**config.mk**
```make
export PLATFORM = sky130hd
export DESIGN_NAME = pc_sequencer
export DESIGN_NICKNAME = d
export VERILOG_FILES = /design/src/rtl/pc_sequencer_pkg.sv /design/src/rtl/pc_sequencer_ras_stack.sv /design/src/rtl/pc_sequencer.sv
export SDC_FILE = /design/constraint.sdc
export NUM_CORES = 1
export LEC_CHECK = 0
export ABC_AREA = 1
export CORE_MARGIN = 2
export CORE_UTILIZATION = 25
export CTS_BUF_LIST = sky130_fd_sc_hd__clkbuf_8 sky130_fd_sc_hd__clkbuf_16
export CTS_CLUSTER_SIZE = 8
export DETAILED_ROUTE_END_ITERATION = 16
export PLACE_DENSITY = 0.47
export SLEW_MARGIN = 5
export SYNTH_ARGS = -nofsm -noshare
export SYNTH_HDL_FRONTEND = slang
export SYNTH_SLANG_ARGS = --single-unit
export TNS_END_PERCENT = 1
```
**constraint.sdc**
```tcl
create_clock -name clk_i -period 4.84 [get_ports clk_i]
set_clock_uncertainty 0.05 [all_clocks]
set_input_delay 0.968 -clock clk_i [delete_from_list [all_inputs] [get_ports clk_i]]
set_output_delay 0.968 -clock clk_i [all_outputs]
set_load 0.02 [all_outputs]
```
**src/rtl/pc_sequencer_pkg.sv**
```systemverilog
// pc_pkg: shared types and default vectors for the LEGv8 program-counter sequencer
package pc_pkg;
    typedef enum logic [1:0] {S_BOOT, S_RUN, S_HALT} state_e;
    typedef enum logic [2:0] {SEL_EXC, SEL_CALL, SEL_RET, SEL_BR, SEL_INC, SEL_HOLD} sel_e;
    localparam logic [63:0] DEF_RESET_VEC = 64'h0;
    localparam logic [63:0] DEF_EXC_VEC   = 64'h0000_0000_0000_0180;
endpackage

```
**src/rtl/pc_sequencer_ras_stack.sv**
```systemverilog
// ras_stack: circular return-address stack that overwrites its oldest entry when full
// Ports: clk_i/rst_ni clock and async active-low reset; push_i/push_data_i push an address;
// pop_i pops the top; top_o current top entry; empty_o no entries;
// ovf_o sticky push-while-full; unf_o sticky pop-while-empty.
module ras_stack #(
    parameter int W     = 64,
    parameter int DEPTH = 4
) (
    input  logic         clk_i,
    input  logic         rst_ni,
    input  logic         push_i,
    input  logic         pop_i,
    input  logic [W-1:0] push_data_i,
    output logic [W-1:0] top_o,
    output logic         empty_o,
    output logic         ovf_o,
    output logic         unf_o
);
    localparam int PW = $clog2(DEPTH);
    localparam int CW = PW + 1;
    logic [W-1:0]  mem_q [DEPTH];
    logic [PW-1:0] top_q, top_d;
    logic [CW-1:0] cnt_q, cnt_d;
    logic          ovf_q, ovf_d, unf_q, unf_d, full;
    assign full    = cnt_q == CW'(DEPTH);
    assign empty_o = cnt_q == '0;
    assign top_o   = mem_q[top_q];
    assign ovf_o   = ovf_q;
    assign unf_o   = unf_q;
    // A push into a full stack advances onto the oldest slot, so count saturates.
    always_comb begin
        top_d = top_q;
        cnt_d = cnt_q;
        ovf_d = ovf_q;
        unf_d = unf_q;
        if (push_i) begin
            top_d = top_q + 1'b1;
            cnt_d = full ? cnt_q : cnt_q + 1'b1;
            ovf_d = ovf_q | full;
        end else if (pop_i) begin
            top_d = empty_o ? top_q : top_q - 1'b1;
            cnt_d = empty_o ? cnt_q : cnt_q - 1'b1;
            unf_d = unf_q | empty_o;
        end
    end
    always_ff @(posedge clk_i or negedge rst_ni) begin
        if (!rst_ni) begin
            top_q <= '0;
            cnt_q <= '0;
            ovf_q <= 1'b0;
            unf_q <= 1'b0;
        end else begin
            top_q <= top_d;
            cnt_q <= cnt_d;
            ovf_q <= ovf_d;
            unf_q <= unf_d;
        end
    end
    always_ff @(posedge clk_i) begin
        if (push_i) mem_q[top_d] <= push_data_i;
    end
endmodule

```
**src/rtl/pc_sequencer.sv**
```systemverilog
// pc_sequencer: LEGv8 fetch program counter with redirects, return-address stack and halt control
// Ports: clk_i/rst_ni clock and async active-low reset; pc_o/pc_valid_o fetch request,
// pc_ready_i fetch accept; exc/br/call/ret_valid_i redirects with target_i;
// halt_i/resume_i halt control; misalign_err_o one-cycle misaligned-redirect pulse;
// ras_ovf_o/ras_unf_o sticky RAS flags; halted_o sequencer is halted.
module pc_sequencer
    import pc_pkg::*;
#(
    parameter int                ADDR_W    = 64,
    parameter logic [ADDR_W-1:0] RESET_VEC = ADDR_W'(DEF_RESET_VEC),
    parameter logic [ADDR_W-1:0] EXC_VEC   = ADDR_W'(DEF_EXC_VEC),
    parameter int                STEP      = 4,
    parameter int                RAS_DEPTH = 4
) (
    input  logic              clk_i,
    input  logic              rst_ni,
    output logic [ADDR_W-1:0] pc_o,
    output logic              pc_valid_o,
    input  logic              pc_ready_i,
    input  logic              exc_valid_i,
    input  logic              br_valid_i,
    input  logic              call_valid_i,
    input  logic              ret_valid_i,
    input  logic [ADDR_W-1:0] target_i,
    input  logic              halt_i,
    input  logic              resume_i,
    output logic              misalign_err_o,
    output logic              ras_ovf_o,
    output logic              ras_unf_o,
    output logic              halted_o
);
    state_e            state_q, state_d;
    sel_e              sel;
    logic [ADDR_W-1:0] pc_q, pc_d, pc_inc, tgt, ras_top;
    logic              redirect, mis, mis_q, ras_empty;
    assign pc_o           = pc_q;
    assign pc_valid_o     = state_q == S_RUN;
    assign halted_o       = state_q == S_HALT;
    assign misalign_err_o = mis_q;
    // Outside S_RUN only exceptions act. A pending halt suppresses the increment so
    // the current pc is fetched again after resume.
    always_comb begin
        pc_inc   = pc_q + ADDR_W'(STEP);
        sel      = exc_valid_i ? SEL_EXC :
                   state_q != S_RUN ? SEL_HOLD :
                   call_valid_i ? SEL_CALL :
                   ret_valid_i  ? SEL_RET  :
                   br_valid_i   ? SEL_BR   :
                   halt_i       ? SEL_HOLD :
                   pc_ready_i   ? SEL_INC  : SEL_HOLD;
        redirect = sel == SEL_CALL || sel == SEL_RET || sel == SEL_BR;
        tgt      = (sel == SEL_RET && !ras_empty) ? ras_top : target_i;
        mis      = redirect && tgt[1:0] != 2'b00;
        pc_d     = (sel == SEL_EXC || mis) ? EXC_VEC :
                   redirect ? tgt :
                   sel == SEL_INC ? pc_inc : pc_q;
        state_d  = state_q;
        if (state_q == S_BOOT) state_d = S_RUN;
        else if (state_q == S_RUN && halt_i && !redirect && sel != SEL_EXC) state_d = S_HALT;
        else if (state_q == S_HALT && resume_i) state_d = S_RUN;
    end
    always_ff @(posedge clk_i or negedge rst_ni) begin
        if (!rst_ni) begin
            state_q <= S_BOOT;
            pc_q    <= RESET_VEC;
            mis_q   <= 1'b0;
        end else begin
            state_q <= state_d;
            pc_q    <= pc_d;
            mis_q   <= mis;
        end
    end
    ras_stack #(.W(ADDR_W), .DEPTH(RAS_DEPTH)) u_ras (
        .clk_i      (clk_i),
        .rst_ni     (rst_ni),
        .push_i     (sel == SEL_CALL),
        .pop_i      (sel == SEL_RET),
        .push_data_i(pc_inc),
        .top_o      (ras_top),
        .empty_o    (ras_empty),
        .ovf_o      (ras_ovf_o),
        .unf_o      (ras_unf_o)
    );
endmodule

```
==> metrics.cfg, run 1 <==
[run_status]
status = finished clean

[final_layout]
final.fill_count = 6641
mostFrequentLayoutCells = nand2_1 (518), edfxtp_1 (256), nor2_1 (208)
drive_above_1_share_pct = 7.264
final_common_cell = nand2_1
multiInputGateArea_um2 = 5438
stdcell_count = 2732
fin_nets = 1927
syn_to_final_growth_pct = 24.00
antenna_cells = 0
regArea_um2 = 9539

[yosys]
ys.flop_type = edfxtp_1
synthCells = 1707
async_flop_share_pct = 22.42
syn_area_per_cell_um2 = 9.266
synth_seq_area_share_pct = 60.31
synthesis.nets = 1782
yosysWarnings = 0
synth_cell_types = 42
syn-cell-area_um2 = 15820
synth_seq_cells = 330
synth_edf_count = 256

[route]
drc = 0
first_iter_violations = 1034
vias = 12820
wl_per_cell_um = 20.69
viasPerCell = 4.694
firstDrtPassIters = 6
detail-route-antenna-nets = 0
totalWireLength_um = 56520

[critical_path]
end_kind = flip-flop
crit_path_frequent_cell = nand2_4
cp.arrival_ns = 3.71
crit_required_ns = 5.29
critPathSlowestCell = nor2_4
path_max_fanout = 29
cp-start-kind = primary input
critPathMaxStageDelay_ns = 0.82
path_class = in -> reg
cp_cell_sequence = clkdlybuf4s50_1 -> nor2_1 -> nand3_4 -> inv_2 -> nand3_2 -> nand2_4 -> nand2_4 -> nor2_4 -> nand3_1 -> nand2_1

[floorplanning]
rows = 92
initial_core_util_pct = 25.17
fp.dieH_um = 255.5
io_pins = 142
core-area_um2 = 62850
die-area_um2 = 65290
die_w_um = 255.5

[clock_network]
cts_root_buffer = clkbuf_16
cts_setup_buffers = 0
clk_latency_ns = 0.58
cts_htree_levels = 2
post_cts_resized = 0
path_clk_slew_ns = 0.05
holdBufCountCts = 0
clock_sinks = 330
tritoncts = done
cts_buffers = 47
clockBufferDepth = 3

[pwr]
p_leak_nw = 7.744
p_sw_share_pct = 37.56
clkPwrFrac_pct = 29.6
combPwrFrac_pct = 30.7
power.density_nw_per_um2 = 514.9
p_int_w = 0.006305
ir_drop_mv = 0.2650
p_seq_share_pct = 39.7
power.switching_w = 0.003793

[timing]
tightest_slew_ns = 1.092
fmax_mhz = 306.6
final_hold_viol_count = 0
setup_viol = 0
relSlewSlack_pct = 27.14
period_needed_ns = 3.261
timing.hold.ws_ns = 0.4161
finalCritPeriodShare_pct = 67.38
grt_setup_unrepaired = no
final_max_slew_viol_count = 0
tns_ns = 0

[grt]
grt_pass1_vias = 12760
grt_start_max_net_pins = 71
grt_pass1_wl_um = 83140
gr-usage-all-layers_pct = 17.01
overflow = 0
antenna_found_initial = 0

[placed_design]
gp_congestion = 0.8676
port_buffers = 141
hpwl_um = 37800
place_inst = 2649

[worst_hold_path]
worst_hold_path_type = reg -> reg

[flow_run]
maxCapViolCount = 0

-- area by class of cell --
type	count	share of cell area, %
timing repair buffer	162	8.370
inverter	155	2.979
tap	846	5.397
sequential	330	48.64
clock buffer	48	6.124
clock inverter	35	0.7655
multi-input combinational	1156	27.73
-- registers in the layout, indices dropped and copies added (netlist names) --
name	cells
u_ras.mem_q	256
pc_o	64
u_ras.cnt_q	3
state_q	2
u_ras.top_q	2
misalign_err_o	1
u_ras.ovf_o	1
u_ras.unf_o	1
-- synthesized netlist by cell type, types with 4 or more instances --
master | number | area, um^2
inv_1 | 145 | 544.3
buf_1 | 4 | 15.01
nor2_1 | 213 | 799.5
clkbuf_1 | 31 | 116.4
nand3_1 | 89 | 445.4
inv_2 | 8 | 30.03
nand3b_1 | 6 | 45.04
nor2_2 | 6 | 37.54
o21ai_0 | 56 | 280.3
xor2_1 | 20 | 175.2
o22ai_1 | 81 | 506.7
nand2_1 | 522 | 1959
nor3_1 | 15 | 75.07
nand4_1 | 26 | 162.7
nand3_2 | 13 | 130.1
dfrtp_1 | 74 | 1852
o21ai_1 | 8 | 40.04
o31ai_1 | 21 | 157.7
edfxtp_1 | 256 | 7687
a21oi_1 | 30 | 150.1
o21bai_1 | 11 | 82.58
buf_2 | 26 | 130.1
or2_2 | 15 | 93.84
-- cells by family after synthesis --
logic type | synth area share, %
flip-flops | 60.31
AND/OR/NAND/NOR | 24.73
AO/OA/AOI/OAI | 7.753
adder cells (fa/ha/maj) | 0.2057
buffers and inverters | 5.656
XOR/XNOR | 1.274
multiplexers | 0.07119
-- power groups by stage --
stage | logic, W | registers, W | clock network, W
after floorplan | 0.00169 | 0.00404 | 0
after global placement | 0.00310 | 0.00405 | 0
after detailed placement | 0.00313 | 0.00405 | 0
after CTS | 0.00314 | 0.00400 | 0.00306
after global routing | 0.00340 | 0.00404 | 0.00317
final | 0.00310 | 0.00401 | 0.00299
-- final timing paths --
kind / startpoint / endpoint / slack, ns / cells after the start
max: exc_valid_i / pc_o[41]$_DFFE_PN0P_ / 1.58 / 10
min: u_ras.ovf_o$_DFFE_PN0P_ / u_ras.ovf_o$_DFFE_PN0P_ / 0.42 / 2
max reg2reg: u_ras.top_q[0]$_DFF_PN0_ / pc_o[41]$_DFFE_PN0P_ / 1.60 / 11
min reg2reg: u_ras.ovf_o$_DFFE_PN0P_ / u_ras.ovf_o$_DFFE_PN0P_ / 0.42 / 2
max in group asynchronous: rst_ni / pc_o[4]$_DFFE_PN0P_ / 3.44 / 2
min in group asynchronous: rst_ni / u_ras.ovf_o$_DFFE_PN0P_ / 0.46 / 1
-- critical path: cells and delay by family --
kind                   cells  cell delay, ns
buffers and inverters      2            0.63
and+or+nand+nor            8            2.08
-- stage by stage --
step | utilization [%] | total power (W) | worst slack [ns] | cell area (um^2)
global route | 31.21 | 0.01061 | 1.274 | 19610
floorplan | - | 0.005724 | 0.1751 | 15820
finish | 31.21 | 0.01010 | 1.579 | 19610
global placement | 29.06 | 0.007147 | 1.069 | 18260
CTS | 31.21 | 0.01020 | 1.541 | 19610
detailed placement | 29.06 | 0.007178 | 0.9781 | 18260
-- routing by layer --
metal	up-vias	wire length [um]	track usage, %
li1	6034	-	-
met1	6291	25560	23.13
met2	431	26000	27.62
met3	67	3989	3.842
met4	0	959	3.834
met5	-	0	0
Note: power is estimated with default switching activity, not from simulation.
==> run 2: changes to the inputs <==
clock period = 3.28 ns   (was 4.84 ns; I/O delays follow)
==> run 2 against run 1 <==
Against the previous run:
- first-iteration DRC count grew 12%
- register-to-register slack got worse by 0.89 ns
- combinational power increased by 52%
- via count is 0.34% higher
- highest routed layer unchanged
==> metrics.cfg, run 2 (same netlist as run 1, synthesis figures left out) <==
[timing]
setup_viol = 0  ; unchanged
finalCritPeriodShare_pct = 80.59
setup_ws_ns = 0.6366  ; -0.9422 ns
fmax_mhz = 378.3
tns_ns = 0  ; unchanged
period_needed_ns = 2.643
final_max_slew_viol_count = 0  ; unchanged
final_hold_viol_count = 0  ; unchanged
tightest_slew_ns = 0.6690  ; -0.4228 ns
grt_setup_unrepaired = no
timing.hold.ws_ns = 0.05172  ; -0.3644 ns
relSlewSlack_pct = 55.40  ; +28 points

[route]
drc = 0  ; unchanged
totalWireLength_um = 56890  ; +0.66%
firstDrtPassIters = 5  ; -1
first_iter_violations = 1156  ; +12%
wl_per_cell_um = 20.63  ; -0.29%
detail-route-antenna-nets = 0  ; unchanged
viasPerCell = 4.665  ; -0.61%
vias = 12870  ; +0.34%

[critical_path]
path_class = reg -> out
cp-start-kind = flip-flop
cp.buffers_inverters = 1  ; -1
cp_cell_sequence = clkdlybuf4s50_1
critPathSlowestCell = clkdlybuf4s50_1
cp.arrival_ns = 1.94  ; -1.77 ns
end_kind = primary output
path_delay_family = buffers and inverters
crit_required_ns = 2.57  ; -2.72 ns
path_max_fanout = 7  ; -76%
critPathMaxStageDelay_ns = 0.71  ; -0.11 ns

[floorplanning]
io_pins = 142  ; unchanged
initial_core_util_pct = 25.17  ; unchanged
die_w_um = 255.5  ; unchanged
rows = 92  ; unchanged
die-area_um2 = 65290  ; unchanged
fp.dieH_um = 255.5  ; unchanged
core-area_um2 = 62850  ; unchanged

[final_layout]
drive_above_1_share_pct = 8.264  ; +1.0 points
stdcell_count = 2758  ; +0.95%
largest_reg_flops = 256  ; unchanged
syn_to_final_growth_pct = 25.69
final_area_um2 = 19880  ; +1.4%
final_common_cell = nand2_1
fin_nets = 1948  ; +1.1%
largest-register = u_ras.mem_q
antenna_cells = 0  ; unchanged
mostFrequentLayoutCells = nand2_1 (518), edfxtp_1 (256), nor2_1 (209)

[grt]
gr-usage-all-layers_pct = 17.25  ; +0.24 points
antenna_found_initial = 0  ; unchanged
overflow = 0  ; unchanged
grt_pass1_vias = 12830  ; +0.51%
grt_pass1_wl_um = 84430  ; +1.6%
grt_start_max_net_pins = 65  ; -8.5%

[placed_design]
port_buffers = 141  ; unchanged
pre_cts_ws_ns = 0.4211  ; -0.5571 ns
hpwl_um = 38800  ; +2.6%
gp_congestion = 0.9222  ; +6.3%
dpl-instance-area_um2 = 18490  ; +1.3%
place_inst = 2670  ; +0.79%

[clock_network]
tritoncts = done
cts_buffers = 47  ; unchanged
cts_setup_buffers = 0  ; unchanged
holdBufCountCts = 0  ; unchanged
cts_htree_levels = 2  ; unchanged
path_clk_slew_ns = 0.05  ; about the same
clk_latency_ns = 0.58  ; about the same
clockBufferDepth = 3  ; unchanged
clock_sinks = 330  ; unchanged
cts_root_buffer = clkbuf_16
post_cts_resized = 0  ; unchanged

[flow_run]
maxCapViolCount = 0  ; unchanged

[pwr]
p_leak_nw = 7.906  ; +2.1%
power.density_nw_per_um2 = 761.5  ; +48%
ir_drop_mv = 0.3862  ; +46%

[worst_hold_path]
worst_hold_path_type = in -> async

[run_status]
status = finished clean

## run 2: worst reg2reg max path, cell delays in order, from the launching register on
cell and delay [ns]:
dfrtp_1 0.48, ha_1 0.23, nand2_1 0.06, nor2_1 0.13
nand2_1 0.26, nor2_2 0.49, nand3_1 0.24, xor2_1 0.24
inv_1 0.11
## run 2: per-stage QoR
step | total power [W] | utilization (%)
global placement | 0.01067 | 29.42
global route | 0.01595 | 31.63
CTS | 0.01529 | 31.63
floorplan | 0.008443 | -
detailed placement | 0.01071 | 29.42
finish | 0.01514 | 31.63
## run 2: area by class of cell
class,instances,area (um^2)
Fill cell,6620,42970
Sequential cell,330,9539
Multi-Input combinational cell,1156,5435
Timing Repair Buffer,183,1874
Clock buffer,50,1229
Tap cell,846,1059
Inverter,155,584.3
Clock inverter,38,160.2
## run 2: path summary, 6_finish.rpt
kind	start	to	slack, ns	cells after the start
min	rst_ni	u_ras.cnt_q[0]$_DFFE_PN0P_	0.05	1
min in group clk_i	u_ras.ovf_o$_DFFE_PN0P_	u_ras.ovf_o$_DFFE_PN0P_	0.42	2
max reg2reg	pc_o[3]$_DFFE_PN0P_	u_ras.mem_q[1][50]$_DFFE_PP_	0.71	8
min reg2reg	u_ras.ovf_o$_DFFE_PN0P_	u_ras.ovf_o$_DFFE_PN0P_	0.42	2
max in group asynchronous	rst_ni	pc_o[49]$_DFFE_PN0P_	2.46	2
max	pc_o[46]$_DFFE_PN0P_	pc_o[46]	0.64	1
## run 2: metal layers
layer,track usage (%),up-vias,part of all wire (%)
li1,-,6075,-
met1,24.23,6288,46
met2,27.05,424,45
met3,2.931,79,6.2
met4,5.539,0,2.9
met5,0,-,0
## run 2: report_power, final
group          leakage [nW]  switching, W  internal [W]  total, W
registers              3.33      0.000642       0.00527   0.00591
clock network         0.809       0.00184       0.00266   0.00450
logic                  3.77       0.00316       0.00156   0.00472
total                  7.91       0.00565       0.00949    0.0151
==> run 3: changes to the inputs <==
PLACE_DENSITY = 0.49   (was 0.47)
clock period = 2.29 ns   (was 3.28 ns; I/O delays follow)
==> run 3 against run 2 <==
Against the previous run:
- setup slack got worse by 0.61 ns
- critical path type unchanged
- register-to-register slack got worse by 0.61 ns
- total power rose by 48%
- flip-flop and latch count did not move
==> metrics.cfg, run 3 (same netlist as run 1, synthesis figures left out) <==
[timing]
setup_ws_ns = 0.02407  ; -0.6125 ns
finalCritPeriodShare_pct = 98.95
period_needed_ns = 2.266
setup_viol = 0  ; unchanged
final_max_slew_viol_count = 0  ; unchanged
grt_setup_unrepaired = no
tightest_slew_ns = 0.4108  ; -0.2582 ns
fmax_mhz = 441.3
relSlewSlack_pct = 72.38  ; +17 points
final_hold_viol_count = 0  ; unchanged

[critical_path]
critPathMaxStageDelay_ns = 0.60  ; -0.11 ns
path_max_fanout = 3  ; -4
crit_required_ns = 1.78  ; -0.79 ns
end_kind = primary output
r2r-start = pc_o[5]$_DFFE_PN0P_
rrSetupSlack_ns = 0.10  ; -0.61 ns
critPathSlowestCell = clkdlybuf4s50_1
cp.arrival_ns = 1.76  ; -0.18 ns
cp_cell_sequence = buf_4 -> clkdlybuf4s50_1
path_class = reg -> out
cp-start-kind = flip-flop
r2r_cells = 7  ; -1
regToRegEndpoint = u_ras.mem_q[2][33]$_DFFE_PP_

[pwr]
p_leak_nw = 9.063  ; +15%
ir_drop_mv = 0.5450  ; +41%
totalPowerFinal_w = 0.02244  ; +48%
power.density_nw_per_um2 = 1058  ; +39%

[final_layout]
regArea_um2 = 9559  ; +0.21%
multiInputGateArea_um2 = 5487  ; +0.94%
drive_above_1_share_pct = 15.50  ; +7.2 points
stdcell_count = 2898  ; +5.1%
syn_to_final_growth_pct = 34.12
final_area_um2 = 21210  ; +6.7%
final.fill_count = 6489  ; -2.0%
mostFrequentLayoutCells = nand2_1 (517), edfxtp_1 (256), nor2_1 (208)
final_common_cell = nand2_1
fin_nets = 2087  ; +7.1%
largest-register = u_ras.mem_q
largest_reg_flops = 256  ; unchanged

[clock_network]
clock_sinks = 330  ; unchanged
path_clk_slew_ns = 0.05  ; about the same
tritoncts = done
cts_htree_levels = 2  ; unchanged
cts_root_buffer = clkbuf_16
clk_latency_ns = 0.61  ; +0.03 ns
cts_buffers = 47  ; unchanged
clockBufferDepth = 3  ; unchanged

[route]
wl_per_cell_um = 19.85  ; -3.7%
detail-route-antenna-nets = 0  ; unchanged
drc = 0  ; unchanged
totalWireLength_um = 57540  ; +1.1%
viasPerCell = 4.606  ; -1.3%
first_iter_violations = 1158  ; +0.17%
firstDrtPassIters = 7  ; +2
vias = 13350  ; +3.8%

[floorplanning]
die-area_um2 = 65290  ; unchanged
core-area_um2 = 62850  ; unchanged
fp.dieH_um = 255.5  ; unchanged
die_w_um = 255.5  ; unchanged
rows = 92  ; unchanged
initial_core_util_pct = 25.17  ; unchanged
io_pins = 142  ; unchanged

[grt]
gr-usage-all-layers_pct = 17.42  ; +0.17 points
grt_start_max_net_pins = 41  ; -37%
grt_pass1_wl_um = 85530  ; +1.3%
antenna_found_initial = 1  ; +1
grt_pass1_vias = 13190  ; +2.9%
overflow = 0  ; unchanged

[placed_design]
gp_congestion = 0.9239  ; +0.18%
pre_cts_ws_ns = -0.1760  ; -0.5971 ns
port_buffers = 141  ; unchanged
hpwl_um = 41560  ; +7.1%
dpl-instance-area_um2 = 19770  ; +6.9%
place_inst = 2808  ; +5.2%

[worst_hold_path]
worst_hold_path_type = in -> async

[flow_run]
maxCapViolCount = 0  ; unchanged

[run_status]
status = finished clean

[run 3: cell types whose count changed in the layout (fill, tap and decap cells not counted), moves of 3 or more]
cell	delta
clkdlybuf4s50_1	-46
buf_12	+17
nand2_4	+3
dfrtp_1	-16
dlymetal6s2s_1	+20
dfrtp_2	+16
dlygate4sd2_1	+25
buf_4	+122
[run 3: power by group]
group | total, W | switching (W) | internal, W | leakage [nW]
sequential | 0.00821 | 0.000633 | 0.00757 | 3.30
combinational | 0.00784 | 0.00497 | 0.00287 | 4.96
clock | 0.00640 | 0.00269 | 0.00370 | 0.802
total | 0.0224 | 0.00829 | 0.0141 | 9.06
[run 3: cell type report]
type,count,share of cell area [%]
inverters,155,2.778
well taps,846,4.990
clock inverters,41,0.9024
flip-flops and latches,330,45.06
diodes,1,0.01180
clock buffers,47,5.544
repair buffers,322,14.85
multi-input cells,1156,25.86
[run 3: critical path: cells and delay by family, from the launching register on]
kind	cells	cell delay [ns]
buffers and inverters	2	0.76
DFF	1	0.41
[run 3: how the worst max path moves through the flow]
stage / startpoint / to / slack [ns] / depth (start not counted)
after global placement: call_valid_i / pc_o[3]$_DFFE_PN0P_ / -0.16 / 11
after floorplan: u_ras.top_q[0]$_DFF_PN0_ / u_ras.mem_q[0][0]$_DFFE_PP_ / -0.005 / 5
after global routing: pc_o[29]$_DFFE_PN0P_ / pc_o[29] / 0.0002 / 2
after CTS: pc_o[27]$_DFFE_PN0P_ / pc_o[27] / 0.001 / 2
after detailed placement: call_valid_i / u_ras.cnt_q[2]$_DFFE_PN0P_ / -0.18 / 9
final: pc_o[29]$_DFFE_PN0P_ / pc_o[29] / 0.02 / 2
[run 3: per-layer routing]
layer,up-vias,GRT usage [%],share of wire [%]
li1,6359,-,-
met4,2,4.483,2.2
met2,393,27.86,46
met3,86,2.753,5.6
met5,-,0,0.028
met1,6509,24.57,47
[run 3: repair_timing]
| action | in CTS | in global routing |
|---|---|---|
| gates resized for setup | 40 | 27 |
| endpoints found under the hold margin | 21 | 0 |
| setup buffers | 0 | 0 |
| endpoints found under the setup margin | 40 | 60 |
| pin swaps | 0 | 0 |
| hold buffers | 1 | 0 |
[run 3: per-stage QoR]
step	util (%)	setup TNS, ns	hold slack (ns)
after floorplan	-	-1.310	0.1124
after global placement	31.46	-22.87	0.3520
after detailed placement	31.46	-27.88	0.3569
after CTS	33.63	0	0.2825
after global routing	33.75	0	0.3136
final	33.75	0	0.2926
